$ cat src/rtl/trap_ctrl_pkg.sv
// Shared constants for the trap controller: FSM encoding and default sizing.
package trap_ctrl_pkg;

  // FSM state encoding (state register is one bit wide)
  localparam logic [0:0] ST_RUN  = 1'b0;
  localparam logic [0:0] ST_TRAP = 1'b1;

  // Default sizing: four sources, causes 0..4 need three bits
  localparam int DEF_NUM_SRC = 4;
  localparam int DEF_CAUSE_W = 3;

endpackage

$ cat src/rtl/trap_sync.sv
// Two-flop synchroniser for an idle-high asynchronous strobe.
// Also produces single-clock fall/rise pulses of the synchronised level.
module trap_sync (
  input  logic clk,
  input  logic reset_n,
  input  logic async_n,
  output logic sync_n,
  output logic fall,
  output logic rise
);

  logic s1_q;
  logic s2_q;
  logic s3_q;

  // Two metastability stages plus one history stage for edge detection
  always_ff @(posedge clk or negedge reset_n) begin
    if (!reset_n) begin
      s1_q <= 1'b1;
      s2_q <= 1'b1;
      s3_q <= 1'b1;
    end else begin
      s1_q <= async_n;
      s2_q <= s1_q;
      s3_q <= s2_q;
    end
  end

  assign sync_n = s2_q;
  assign fall   = s3_q & ~s2_q;
  assign rise   = ~s3_q & s2_q;

endmodule

$ cat src/rtl/trap_ctrl.sv
// Trap controller for a virtualised Z80: collects trap requests, raises NMI
// while running, and tracks RUN/TRAP mode on M1 falling edges.
// trap_state is the FSM state readback (1 = TRAP).
// Constraint: 2**CAUSE_W must be >= NUM_SRC+1.
module trap_ctrl
  import trap_ctrl_pkg::*;
#(
  parameter int                   NUM_SRC     = DEF_NUM_SRC,
  parameter logic [NUM_SRC-1:0]   STICKY_MASK = NUM_SRC'(1),
  parameter int                   CAUSE_W     = DEF_CAUSE_W
) (
  input  logic               clk,
  input  logic               reset_n,
  input  logic               m1_n,
  input  logic [NUM_SRC-1:0] src_n,
  input  logic [NUM_SRC-1:0] src_en,
  input  logic               new_isr,
  input  logic               last_isr_untrap,
  input  logic               virtual_enabled,
  input  logic               cause_ack,
  output logic               trap_state,
  output logic               nmi_n,
  output logic               capture_address,
  output logic [CAUSE_W-1:0] trap_cause,
  output logic [NUM_SRC-1:0] sticky_q
);

  logic               m1_sync;
  logic               m1_fall;
  logic               m1_rise;
  logic [NUM_SRC-1:0] src_sync;
  logic [NUM_SRC-1:0] src_fall;
  logic [NUM_SRC-1:0] src_rise;
  logic [NUM_SRC-1:0] lvl_q;
  logic [NUM_SRC-1:0] sticky_d;
  logic [NUM_SRC-1:0] req;
  logic               trap_pending;
  logic [CAUSE_W-1:0] win_cause;
  logic [0:0]         state_q;
  logic               cap_q;
  logic [CAUSE_W-1:0] cause_q;
  logic               unused_sync;

  trap_sync u_m1_sync (
    .clk     (clk),
    .reset_n (reset_n),
    .async_n (m1_n),
    .sync_n  (m1_sync),
    .fall    (m1_fall),
    .rise    (m1_rise)
  );

  for (genvar g = 0; g < NUM_SRC; g++) begin : g_src_sync
    trap_sync u_src_sync (
      .clk     (clk),
      .reset_n (reset_n),
      .async_n (src_n[g]),
      .sync_n  (src_sync[g]),
      .fall    (src_fall[g]),
      .rise    (src_rise[g])
    );
  end

  assign unused_sync = &{1'b0, m1_sync, src_rise};

  assign trap_state = (state_q == ST_TRAP);

  // Level sources are only sampled at the end of an M1 cycle
  always_ff @(posedge clk or negedge reset_n) begin
    if (!reset_n) begin
      lvl_q <= '1;
    end else if (m1_rise) begin
      lvl_q <= src_sync;
    end
  end

  // Sticky next value: ack clears the latched cause's bit, a new edge overrides
  always_comb begin
    sticky_d = sticky_q;
    for (int i = 0; i < NUM_SRC; i++) begin
      if (STICKY_MASK[i]) begin
        if (cause_ack && (cause_q == CAUSE_W'(i + 1))) sticky_d[i] = 1'b0;
        if (src_fall[i]) sticky_d[i] = ~trap_state;
      end else begin
        sticky_d[i] = 1'b0;
      end
    end
  end

  // Sticky flag register
  always_ff @(posedge clk or negedge reset_n) begin
    if (!reset_n) begin
      sticky_q <= '0;
    end else begin
      sticky_q <= sticky_d;
    end
  end

  // Per-source requests (enable only gates the request, not the flags)
  always_comb begin
    req = '0;
    for (int i = 0; i < NUM_SRC; i++) begin
      req[i] = src_en[i] & (STICKY_MASK[i] ? sticky_q[i] : ~lvl_q[i]);
    end
  end

  assign trap_pending = |req;

  // Priority encoder: lowest-index request wins, cause is index+1
  always_comb begin
    win_cause = '0;
    for (int i = NUM_SRC - 1; i >= 0; i--) begin
      if (req[i]) win_cause = CAUSE_W'(i + 1);
    end
  end

  // RUN/TRAP FSM, capture flag and latched cause; all moves on M1 fall only
  always_ff @(posedge clk or negedge reset_n) begin
    if (!reset_n) begin
      state_q <= ST_TRAP;
      cap_q   <= 1'b0;
      cause_q <= '0;
    end else begin
      if (cause_ack) cause_q <= '0;
      if (m1_fall) begin
        // cap_q is only ever set when leaving RUN, so it is already 1 only
        // on the following fall, which is where it is cleared
        if (cap_q) cap_q <= 1'b0;
        case (state_q)
          ST_RUN: begin
            if (trap_pending && new_isr) begin
              state_q <= ST_TRAP;
              cap_q   <= 1'b1;
              cause_q <= win_cause;
            end else if (!virtual_enabled) begin
              state_q <= ST_TRAP;
              cause_q <= '0;
            end
          end
          default: begin
            if (last_isr_untrap && virtual_enabled) state_q <= ST_RUN;
          end
        endcase
      end
    end
  end

  assign trap_cause      = cause_q;
  assign nmi_n           = ~(trap_pending & ~trap_state);
  assign capture_address = cap_q | (last_isr_untrap & trap_state & virtual_enabled);

endmodule

$ cat config.mk
export PLATFORM = sky130hd
export DESIGN_NAME = trap_ctrl
export DESIGN_NICKNAME = d
export VERILOG_FILES = /design/src/rtl/trap_ctrl_pkg.sv /design/src/rtl/trap_sync.sv /design/src/rtl/trap_ctrl.sv
export SDC_FILE = /design/constraint.sdc
export NUM_CORES = 1
export LEC_CHECK = 0
export CAP_MARGIN = 25
export CORE_MARGIN = 2
export CORE_UTILIZATION = 47
export CTS_CLUSTER_SIZE = 40
export DETAILED_ROUTE_END_ITERATION = 8
export PLACE_DENSITY = 0.77
export SLEW_MARGIN = 15
export SYNTH_ARGS = -nofsm -noshare
export SYNTH_HDL_FRONTEND = slang
export SYNTH_HIERARCHICAL = 1
export SYNTH_SLANG_ARGS = --single-unit
$ cat constraint.sdc
create_clock -name clk -period 2 [get_ports clk]
set_input_delay 0.3 -clock clk [delete_from_list [all_inputs] [get_ports clk]]
set_output_delay 0.3 -clock clk [all_outputs]
set_load 0.005 [all_outputs]
== After elaboration in Yosys (flattened, before gate mapping) ==
Index checks and enable logic that the tools add are counted.

* Eq/ne operators: 1
* Bitwise gates (word level): 19
* Muxes and demuxes: 17
* Reduce and logical (&&, ||, !) cells: 5

{| class="wikitable"
|+ Operators by type and width
! kind !! number
|-
| two-way mux 3 bit || 9
|-
| bitwise AND 1 bit || 10
|-
| two-way mux 1 bit || 8
|-
| inverter 1 bit || 8
|-
| OR reduction 4 bit || 1
|-
| == test 3 x 1 -> 1 bit (second input constant) || 1
|-
| logical AND 1 bit || 3
|-
| nonzero test 2 bit || 1
|-
| bitwise OR 1 bit || 1
|}

* Input bits: 15
* Logic and storage cells: 59
* Output and inout port bits: 10
* Register bits: 22

== Depth between registers and ports, before layout ==
Gate-level depths: netlist of run 1.

* Depth after elaboration: 9
* Depth in mapped cells: 5
* Depth with buffers taken out: 5

== By module ==
The synthesis of run 1 kept the hierarchy.

{| class="wikitable"
|+ Modules (own cells, without submodules)
! module !! cells an instance !! seq. area each (sq um) !! times used !! area an instance (sq um)
|-
| trap_ctrl || 51 || 230.2 || 1 || 519.2
|-
| trap_sync || 5 || 78.8 || 5 || 93.8
|}

== Worst setup path after synthesis of run 1 ==
No wires, ideal clock.

* Path type: reg2reg
* Start: register u_m1_sync.s3_q
* End: register cause_q[2], in the netlist trap_cause[2]
* Data arrival time: 1551 ps
* Cell stages (with the launch flop): 6
* Buffers on the path: 0
* Library setup time: 83 ps
* Path slack: 366 ps
* Required time: 1917 ps
* Clock period less this slack: 1634 ps
* Cells stage by stage: dfstp_2 nor2b_1 nor2b_4 nand2_2 or4_1 o21ai_0

* Longest elaborated chain between the ends: 2

{| class="wikitable"
|+ RTL lines
! item !! line !! source
|-
| from (decl) || trap_sync.sv:14 || <nowiki>logic s3_q;</nowiki>
|-
| from (signal assigned) || trap_sync.sv:25 || <nowiki>s3_q <= s2_q;</nowiki>
|-
| bitwise AND 1 bit || trap_sync.sv:30 || <nowiki>assign fall = s3_q & ~s2_q;</nowiki>
|-
| via m1_fall || trap_ctrl.sv:29 || <nowiki>logic m1_fall;</nowiki>
|-
| two-way mux 3 bit || trap_ctrl.sv:125 || <nowiki>if (m1_fall) begin</nowiki>
|-
| to (signal assigned) || trap_ctrl.sv:134 || <nowiki>cause_q <= win_cause;</nowiki>
|-
| to (decl) || trap_ctrl.sv:41 || <nowiki>logic [CAUSE_W-1:0] cause_q;</nowiki>
|}

The timed path passes the listed nets, and every way through them passes these cells.
A chain may end at the register's enable or synchronous reset.

== Worst setup path in the final report of run 1 ==
* Start: register state_q, in the netlist trap_state
* End: output capture_address

* Longest elaborated chain between the ends: 3

{| class="wikitable"
|+ RTL lines
! item !! line !! source
|-
| from (decl) || trap_ctrl.sv:39 || <nowiki>logic [0:0] state_q;</nowiki>
|-
| from (signal assigned) || trap_ctrl.sv:120 || <nowiki>state_q <= ST_TRAP;</nowiki>
|-
| from (signal assigned) || trap_ctrl.sv:132 || <nowiki>state_q <= ST_TRAP;</nowiki>
|-
| from (signal assigned) || trap_ctrl.sv:136 || <nowiki>state_q <= ST_TRAP;</nowiki>
|-
| bitwise AND 1 bit (2 in a row) || trap_ctrl.sv:150 || <nowiki>assign capture_address = cap_q | (last_isr_untrap & trap_state & virtual_enabled);</nowiki>
|-
| bitwise OR 1 bit || trap_ctrl.sv:150 ||
|-
| to (decl) || trap_ctrl.sv:23 || <nowiki>output logic capture_address,</nowiki>
|}

Every way passes these cells.

==> results.yml, run 1 <==
setup_path:
  reg2regPathDepth: 5
  path_class: "flip-flop to output port"
  end_kind: "output port"
  arrival_ns: 1.56
  r2r-end: "trap_cause[2]"
  reg2reg_from: "u_m1_sync/s3_q"
  required_ns: 1.70
  cp-start-kind: "flip-flop"
  cp_max_fo: 6
  reg2reg_slack_ns: 0.21
final_layout:
  syn_to_final_growth_pct: 34.50
  drive_gt1_share_pct: 36.84
  fin_nets: 111
  finish.instance_area_um2: 1151
  n_antenna_cell: 0
  regArea_um2: 545.5
  nFillCells: 140
  multi_input_area_um2: 294.0
floorplanning:
  initial_utilization_pct: 49.57
  dieWidth_um: 46.67
  ioPinCount: 25
  die_area_um2: 2178
  rows: 15
  core_um2: 1727
  fp.dieH_um: 46.67
placement:
  placed_area_um2: 1120
  port_buffers: 21
  hpwl_mm: 1.081
  gp_congestion: 0.7867
grt:
  grt_antenna_before_repair: 0
  grt_overflow: 0
  grt_use_total_pct: 15.54
  grt_max_degree: 22
  grt_pass1_vias: 563
  grt_pass1_wl_mm: 2.283
detailed_routing:
  met1_length_um: 598
  routedWlPerCell_um: 11.92
  met2WireLength_um: 755
  post-route-drc-count: 0
  highest_layer: "met4"
  wirelength_mm: 1.430
  via_per_inst: 4.875
  drt_first_pass_iters: 2
  detail-route-antenna-nets: 0
  wl_met3_um: 66
  drtIter0Drc: 7
  vias: 585
sta:
  drv_slew: 0
  rsz0062_at_grt: "false"
  setup_viol: 0
  hold_viol: 0
  skew_ns: 0.001242
  fmax_mhz: 539.0
  min_period_ns: 1.855
  fin_crit_sh_pct: 92.76
pwr:
  leakagePower_nw: 0.4662
  max-vdd-ir-drop_uv: 540.9
  total_power_mw: 0.8877
  power-per-cell-area_nw_per_um2: 771.2
clock_network:
  clk_latency_ns: 0.29
  cts_tree: "done"
  numCtsBuffers: 3
  clockBufferDepth: 2
  clkTransAtPathRegs_ns: 0.11
  ctsHtreeMaxLevel: 1
  clock-sinks: 21
  cts_root_buf: "clkbuf_4"
  ctsHoldBuffers: 0
yosys:
  syn-cell-area_um2: 855.8
  avgSynthCellArea_um2: 12.97
  synth_cells: 66
  yosys_warnings: 6
hold_path:
  hold_class: "primary input to async pin"
run_status:
  status: "finished clean"
job:
  drv_cap: 0
## metrics by stage
stage	util, %	setup WS [ns]	hold slack [ns]	setup TNS (ns)	instances
2_1_floorplan	-	0.3662	0.004409	0	68
3_3_place_gp	64.86	-0.1785	0.3463	-0.1785	116
3_5_place_dp	64.86	-0.1721	0.3476	-0.1721	116
4_1_cts	66.59	0.04954	0.3324	0	120
5_1_grt	66.67	0.04923	0.3517	0	120
6_report	66.67	0.1448	0.3406	0	120
## registers in the layout (all words and copies together), names as in the netlist
name	cells
g_src_sync.u_src_sync/sync_n	4
trap_cause	3
g_src_sync.u_src_sync/s1_q	4
u_m1_sync/s1_q	1
u_m1_sync/sync_n	1
cap_q	1
trap_state	1
lvl_q	3
sticky_q	1
u_m1_sync/s3_q	1
g_src_sync.u_src_sync/s3_q	1
## placed cells by master, fill, tap and decap left out, drive strengths merged
| master | n |
|---|---|
| o21ai | 5 |
| mux2 | 3 |
| o22ai | 1 |
| or2 | 1 |
| o31ai | 1 |
| mux2i | 1 |
| a221o | 1 |
| nor2b | 6 |
| o31a | 1 |
| a21oi | 2 |
| and2b | 1 |
| dfstp | 16 |
| conb | 3 |
| nand2 | 6 |
| or4 | 1 |
| clkbuf | 4 |
| dfrtp | 5 |
| a2111oi | 1 |
| clkdlybuf4s50 | 20 |
| nor2 | 2 |
| buf | 6 |
| nand3 | 1 |
| o2111ai | 1 |
| nand2b | 3 |
| inv | 3 |
## where the power goes
group / switching (mW) / total, mW / internal [mW] / leakage (nW)
clock network: 0.116 / 0.194 / 0.0776 / 0.0150
registers: 0.0304 / 0.511 / 0.481 / 0.235
logic: 0.0665 / 0.183 / 0.116 / 0.216
## cell type report
| cell class | count | area share [%] |
|---|---|---|
| Inverter | 3 | 0.9783 |
| Sequential cell | 21 | 47.39 |
| Tap cell | 25 | 2.717 |
| Timing Repair Buffer | 26 | 21.09 |
| Multi-Input combinational cell | 41 | 25.54 |
| Clock buffer | 4 | 2.283 |
## worst max-delay path by stage
stage | slack [ns] | startpoint | endpoint
final | 0.14 | trap_state | capture_address
after global routing | 0.05 | trap_state | capture_address
after detailed placement | -0.17 | src_en[2] | nmi_n
after floorplan | 0.37 | u_m1_sync/s3_q | trap_cause[2]
after global placement | -0.18 | src_en[2] | nmi_n
after CTS | 0.05 | lvl_q[3] | nmi_n
## layer usage
layer  GRT usage, %  vias to the layer above
li1               -                      278
met1          16.79                      290
met2          27.78                       15
met3          3.529                        2
met4          8.333                        0
met5              0                        -
## what timing repair did
item,4_1_cts,5_1_grt
resized for setup,4,3
buffers inserted,1,0
pin swaps,2,2
endpoints found under the setup margin,1,1
## worst max-delay path, stage by stage, from the launching register on
cell and delay (ns):
dfstp_2 0.61, nand3_1 0.09, nand2_1 0.07, clkdlybuf4s50_1 0.49
(Power assumes the default switching activity.)
==> run 2, diff against run 1 <==
--- a/config.mk
+++ b/config.mk
@@ -6,7 +6,7 @@
 export NUM_CORES = 1
 export LEC_CHECK = 0
 export CAP_MARGIN = 25
-export CORE_MARGIN = 2
+export CORE_MARGIN = 5
 export CORE_UTILIZATION = 47
 export CTS_CLUSTER_SIZE = 40
 export DETAILED_ROUTE_END_ITERATION = 8
==> results.yml, run 2 (synthesis results as in run 1) <==
job:
  drv_cap: 0
pwr:
  p_comb_share_pct: 20.6
  leakagePower_nw: 0.4631
  power_frac_seq_pct: 56.8
  sw_frac_of_total_pct: 25.05
  power-per-cell-area_nw_per_um2: 778.5
  p_sw_mw: 0.2255
  power.internal_mw: 0.6746
  max-vdd-ir-drop_uv: 550.8
  pwr-share-clk_pct: 22.6
  total_power_mw: 0.9000
final_layout:
  fin_nets: 111
  final_common_cell: "clkdlybuf4s50_1"
  mostFrequentLayoutCells: "20 x clkdlybuf4s50_1, 16 x dfstp_2"
  drive_gt1_share_pct: 37.89
  syn_to_final_growth_pct: 35.09
  finish.instance_area_um2: 1156
  n_antenna_cell: 0
setup_path:
  startpoint: "lvl_q[2]"
  required_ns: 1.70
  end_kind: "output port"
  reg2regPathDepth: 5
  cp_max_fo: 2
  cp-start-kind: "flip-flop"
  r2r-end: "trap_cause[2]"
  arrival_ns: 1.60
  reg2reg_slack_ns: 0.22
  reg2reg_from: "u_m1_sync/s3_q"
  crit_path_end: "nmi_n"
  path_class: "flip-flop to output port"
hold_path:
  hold_class: "primary input to async pin"
clock_network:
  clkTransAtPathRegs_ns: 0.12
  cts_root_buf: "clkbuf_4"
  clk_latency_ns: 0.30
  ctsHoldBuffers: 0
  numCtsBuffers: 3
  cts_tree: "done"
  ctsHtreeMaxLevel: 1
  clock-sinks: 21
  clockBufferDepth: 2
sta:
  fin_crit_sh_pct: 95.17
  rsz0062_at_grt: "false"
  hold_viol: 0
  setup_viol: 0
  min_period_ns: 1.903
  skew_ns: 0.005397
  drv_slew: 0
  fmax_mhz: 525.4
detailed_routing:
  drt_first_pass_iters: 3
  drtIter0Drc: 5
  via_per_inst: 4.850
  vias: 582
  wirelength_mm: 1.495
  post-route-drc-count: 0
  detail-route-antenna-nets: 0
  routedWlPerCell_um: 12.46
placement:
  port_buffers: 21
  placed_area_um2: 1120
  gp_congestion: 0.8323
  hpwl_mm: 1.178
floorplanning:
  ioPinCount: 25
  dieWidth_um: 52.67
  fp.dieH_um: 52.67
  die_area_um2: 2774
  initial_utilization_pct: 49.57
  core_um2: 1727
  rows: 15
run_status:
  status: "finished clean"
grt:
  grt_antenna_before_repair: 0
  grt_pass1_vias: 621
  grt_use_total_pct: 12.73
  grt_pass1_wl_mm: 2.532
  grt_max_degree: 22
  grt_overflow: 0
-- run 2: what timing repair did --
action | CTS | global route
gates resized for setup | 4 | 1
buffers inserted | 1 | 0
endpoints found under the setup margin | 1 | 1
pin swaps | 2 | 2
-- run 2: how the worst min path moves through the flow --
stage          cells past startpoint                     startpoint  slack, ns                               to
2_1_floorplan                      0                        reset_n      0.004                            cap_q
3_3_place_gp                       0  g_src_sync[0].u_src_sync/s1_q       0.35  g_src_sync[0].u_src_sync/sync_n
3_5_place_dp                       0  g_src_sync[0].u_src_sync/s1_q       0.35  g_src_sync[0].u_src_sync/sync_n
4_1_cts                            2                        reset_n       0.32                    trap_cause[0]
5_1_grt                            2                        reset_n       0.32                    trap_cause[2]
6_report                           2                        reset_n       0.33                    trap_cause[2]
-- run 2: metrics by stage --
stage / instances / hold slack [ns] / util, % / TNS (ns) / setup WS, ns
2_1_floorplan: 68 / 0.004409 / - / 0 / 0.3662
3_3_place_gp: 116 / 0.3460 / 64.86 / -0.1827 / -0.1827
3_5_place_dp: 116 / 0.3470 / 64.86 / -0.1934 / -0.1934
4_1_cts: 120 / 0.3246 / 66.81 / 0 / 0.04265
5_1_grt: 120 / 0.3236 / 66.96 / 0 / 0.006572
6_report: 120 / 0.3287 / 66.96 / 0 / 0.09659
-- run 2: area by class of cell --
type                    instances  area [µm²]
repair buffers                 26       249.0
inverters                       3       11.26
multi-input cells              41       289.0
well taps                      25       31.28
flip-flops and latches         21       545.5
clock buffers                   3       22.52
clock inverters                 1       7.507
fillers                       140       570.5
-- run 2: power groups by stage --
stage	Combinational, mW	Clock [mW]	Sequential, mW
floorplan	0.0796	0	0.513
global placement	0.180	0	0.515
detailed placement	0.183	0	0.520
CTS	0.187	0.216	0.512
global route	0.204	0.232	0.518
finish	0.185	0.203	0.511
-- run 2: critical path, stage by stage (launching register included) --
cell             delay, ns
dfstp_2               0.56
nor2b_2               0.06
a2111oi_4             0.33
or2_4                 0.17
clkdlybuf4s15_2       0.19
-- run 2: metal layers --
metal  global-route usage, %  wire length [µm]  vias to the layer above
met3                   4.558               108                        2
met2                   22.93               789                       19
li1                        -                 -                      277
met5                       0                 0                        -
met1                   12.12               565                      284
met4                   7.660                31                        0
==> RTL change (config.mk and constraints of run 1) <==
Reset style: synchronous (`reset_n`), changed in 4 clocked blocks. Comments in the files are not updated.
--- a/src/rtl/trap_sync.sv
+++ b/src/rtl/trap_sync.sv
@@ -16,3 +16,3 @@
   // Two metastability stages plus one history stage for edge detection
-  always_ff @(posedge clk or negedge reset_n) begin
+  always_ff @(posedge clk) begin
     if (!reset_n) begin
--- a/src/rtl/trap_ctrl.sv
+++ b/src/rtl/trap_ctrl.sv
@@ -68,3 +68,3 @@
   // Level sources are only sampled at the end of an M1 cycle
-  always_ff @(posedge clk or negedge reset_n) begin
+  always_ff @(posedge clk) begin
     if (!reset_n) begin
@@ -90,3 +90,3 @@
   // Sticky flag register
-  always_ff @(posedge clk or negedge reset_n) begin
+  always_ff @(posedge clk) begin
     if (!reset_n) begin
@@ -117,3 +117,3 @@
   // RUN/TRAP FSM, capture flag and latched cause; all moves on M1 fall only
-  always_ff @(posedge clk or negedge reset_n) begin
+  always_ff @(posedge clk) begin
     if (!reset_n) begin
Check against the original RTL: differs if reset_n is asserted again (counterexample within 4 cycles, from zero or initial values and one cycle with reset_n low); with reset_n held inactive, the same outputs for 10 cycles.
==> RTL change against run 1 <==
Cell area fell by 4.5%. Routed wire length rose by 8.7%. Register-to-register slack better by 0.40 ns. Highest routed layer unchanged. Synthesized area down 3.7%. Fmax down 3.6%. Sequential cell count unchanged. Setup slack got worse by 0.069 ns.
Power is not compared: it rests on default switching activity, and its combinational part moved more than twofold at a synthesized area within 25%.
==> RTL change: results (changes against run 1) <==
[sta]
setup_viol = 0  ; unchanged
hold_ws_ns = 0.418  ; was 0.341 ns
clock_skew_ns = 0.00199  ; was 0.00124 ns

[logic_synthesis]
yosys_warnings = 6  ; unchanged

[global_routing]
globalRouteTotalUtil_pct = 16.3  ; was 15.5%
grt_pass1_vias = 621  ; was 563
grt_pass1_wl_mm = 2.44  ; was 2.28 mm
grt_max_degree = 18  ; was 22
antenna_found_initial = 0  ; unchanged

[pwr]
swShare_pct = 21.0
peakVddDrop_mv = 0.399
leakage_nw = 0.401

[placed_design]
port_buffers = 21  ; unchanged
dpl.hpwl_mm = 1.21  ; was 1.08 mm
place_congestion = 0.763  ; was 0.787
place_ws_ns = 0.0327  ; was -0.172 ns

[setup_path]
r2r-start = lvl_q[1]$_SDFFE_PN1P_  ; was u_m1_sync/s3_q$_DFF_PN1_
cpMaxStageDelayCell = clkdlybuf4s50_1  ; was dfstp_2
slowest_delay_ns = 0.49  ; was 0.61 ns
path_delay_family = buffers and inverters  ; was flip-flops
crit_fanout = 3  ; was 6
r2r_cells = 4  ; was 5
r2r_setup_slack_ns = 0.61  ; was 0.21 ns
crit_arrival_ns = 1.62  ; was 1.56 ns
rr_endpoint = trap_state$_SDFFE_PN1P_  ; was trap_cause[2]$_DFF_PN0_

[clock_tree]
cts_buffers = 3  ; unchanged
clk_pin_slew_ns = 0.11  ; about the same
post_cts_buffers = 0  ; was 1
clk_path_buf_depth = 2  ; unchanged
cts-root-buf = clkbuf_4  ; unchanged
cts_resized = 0  ; was 4
htreeDepth = 1  ; unchanged
clk_latency_ns = 0.29  ; about the same

[cells_and_area]
layout.nets = 129  ; was 111
final_layout_size_suffix_gt1_share_pct = 9.73  ; was 36.8%
n_antenna_cell = 0  ; unchanged

[routing]
vias_per_cell = 5.37  ; was 4.88
finalWirelength_mm = 1.55  ; was 1.43 mm
first_pass_iters = 4  ; was 2
drtIter0Drc = 9  ; was 7

[worst_hold_path]
hold_start = g_src_sync[3].u_src_sync/s1_q$_SDFF_PN1_
min_path_type = reg2reg  ; was in2async
hold_end = g_src_sync[3].u_src_sync/sync_n$_SDFF_PN1_
hold_depth = 1

[status]
status = finished clean  ; unchanged

-- RTL change: worst reg2reg max path: cells and delay by family (launching register included) --
kind | cells | cell delay (ns)
buf+inv | 1 | 0.14
flops | 1 | 0.38
compound gates | 2 | 0.70
simple gates | 1 | 0.08
-- RTL change: how the worst max path moves through the flow --
| stage | startpoint | to | slack (ns) | cells past startpoint |
|---|---|---|---|---|
| final | src_en[0] | nmi_n | 0.08 | 5 |
| after global routing | src_en[2] | nmi_n | 0.009 | 5 |
| after CTS | src_en[2] | nmi_n | 0.03 | 5 |
| after detailed placement | src_en[2] | nmi_n | 0.03 | 5 |
| after global placement | src_en[2] | nmi_n | 0.07 | 5 |
| after floorplan | src_en[2] | trap_state$_SDFFE_PN1P_ | 0.78 | 3 |
-- RTL change: area by class of cell --
cell class	count	area [um2]
Clock buffer	3	22.5
Clock inverter	1	5.00
Fill cell	148	589
Inverter	3	11.3
Multi-Input combinational cell	60	379
Sequential cell	21	420
Tap cell	17	21.3
Timing Repair Buffer	25	240
-- RTL change: metrics by stage --
step,instance area (um2),power [mW],instances
5_1_grt,1100,0.720,130
2_1_floorplan,832,0.469,88
6_report,1100,0.691,130
4_1_cts,1090,0.697,130
3_3_place_gp,1070,0.505,126
3_5_place_dp,1070,0.508,126
-- RTL change: power groups by stage --
stage | Combinational, mW | Sequential, mW | Clock (mW)
6_report | 0.0640 | 0.434 | 0.193
5_1_grt | 0.0701 | 0.436 | 0.214
4_1_cts | 0.0642 | 0.434 | 0.199
3_5_place_dp | 0.0638 | 0.444 | 0
3_3_place_gp | 0.0623 | 0.443 | 0
2_1_floorplan | 0.0268 | 0.442 | 0
-- RTL change: routing by layer --
layer	part of all wire [%]	GRT usage, %
met1	40	17.5
met4	2.1	10.3
met2	53	29.2
met3	5.1	2.38
met5	0	0
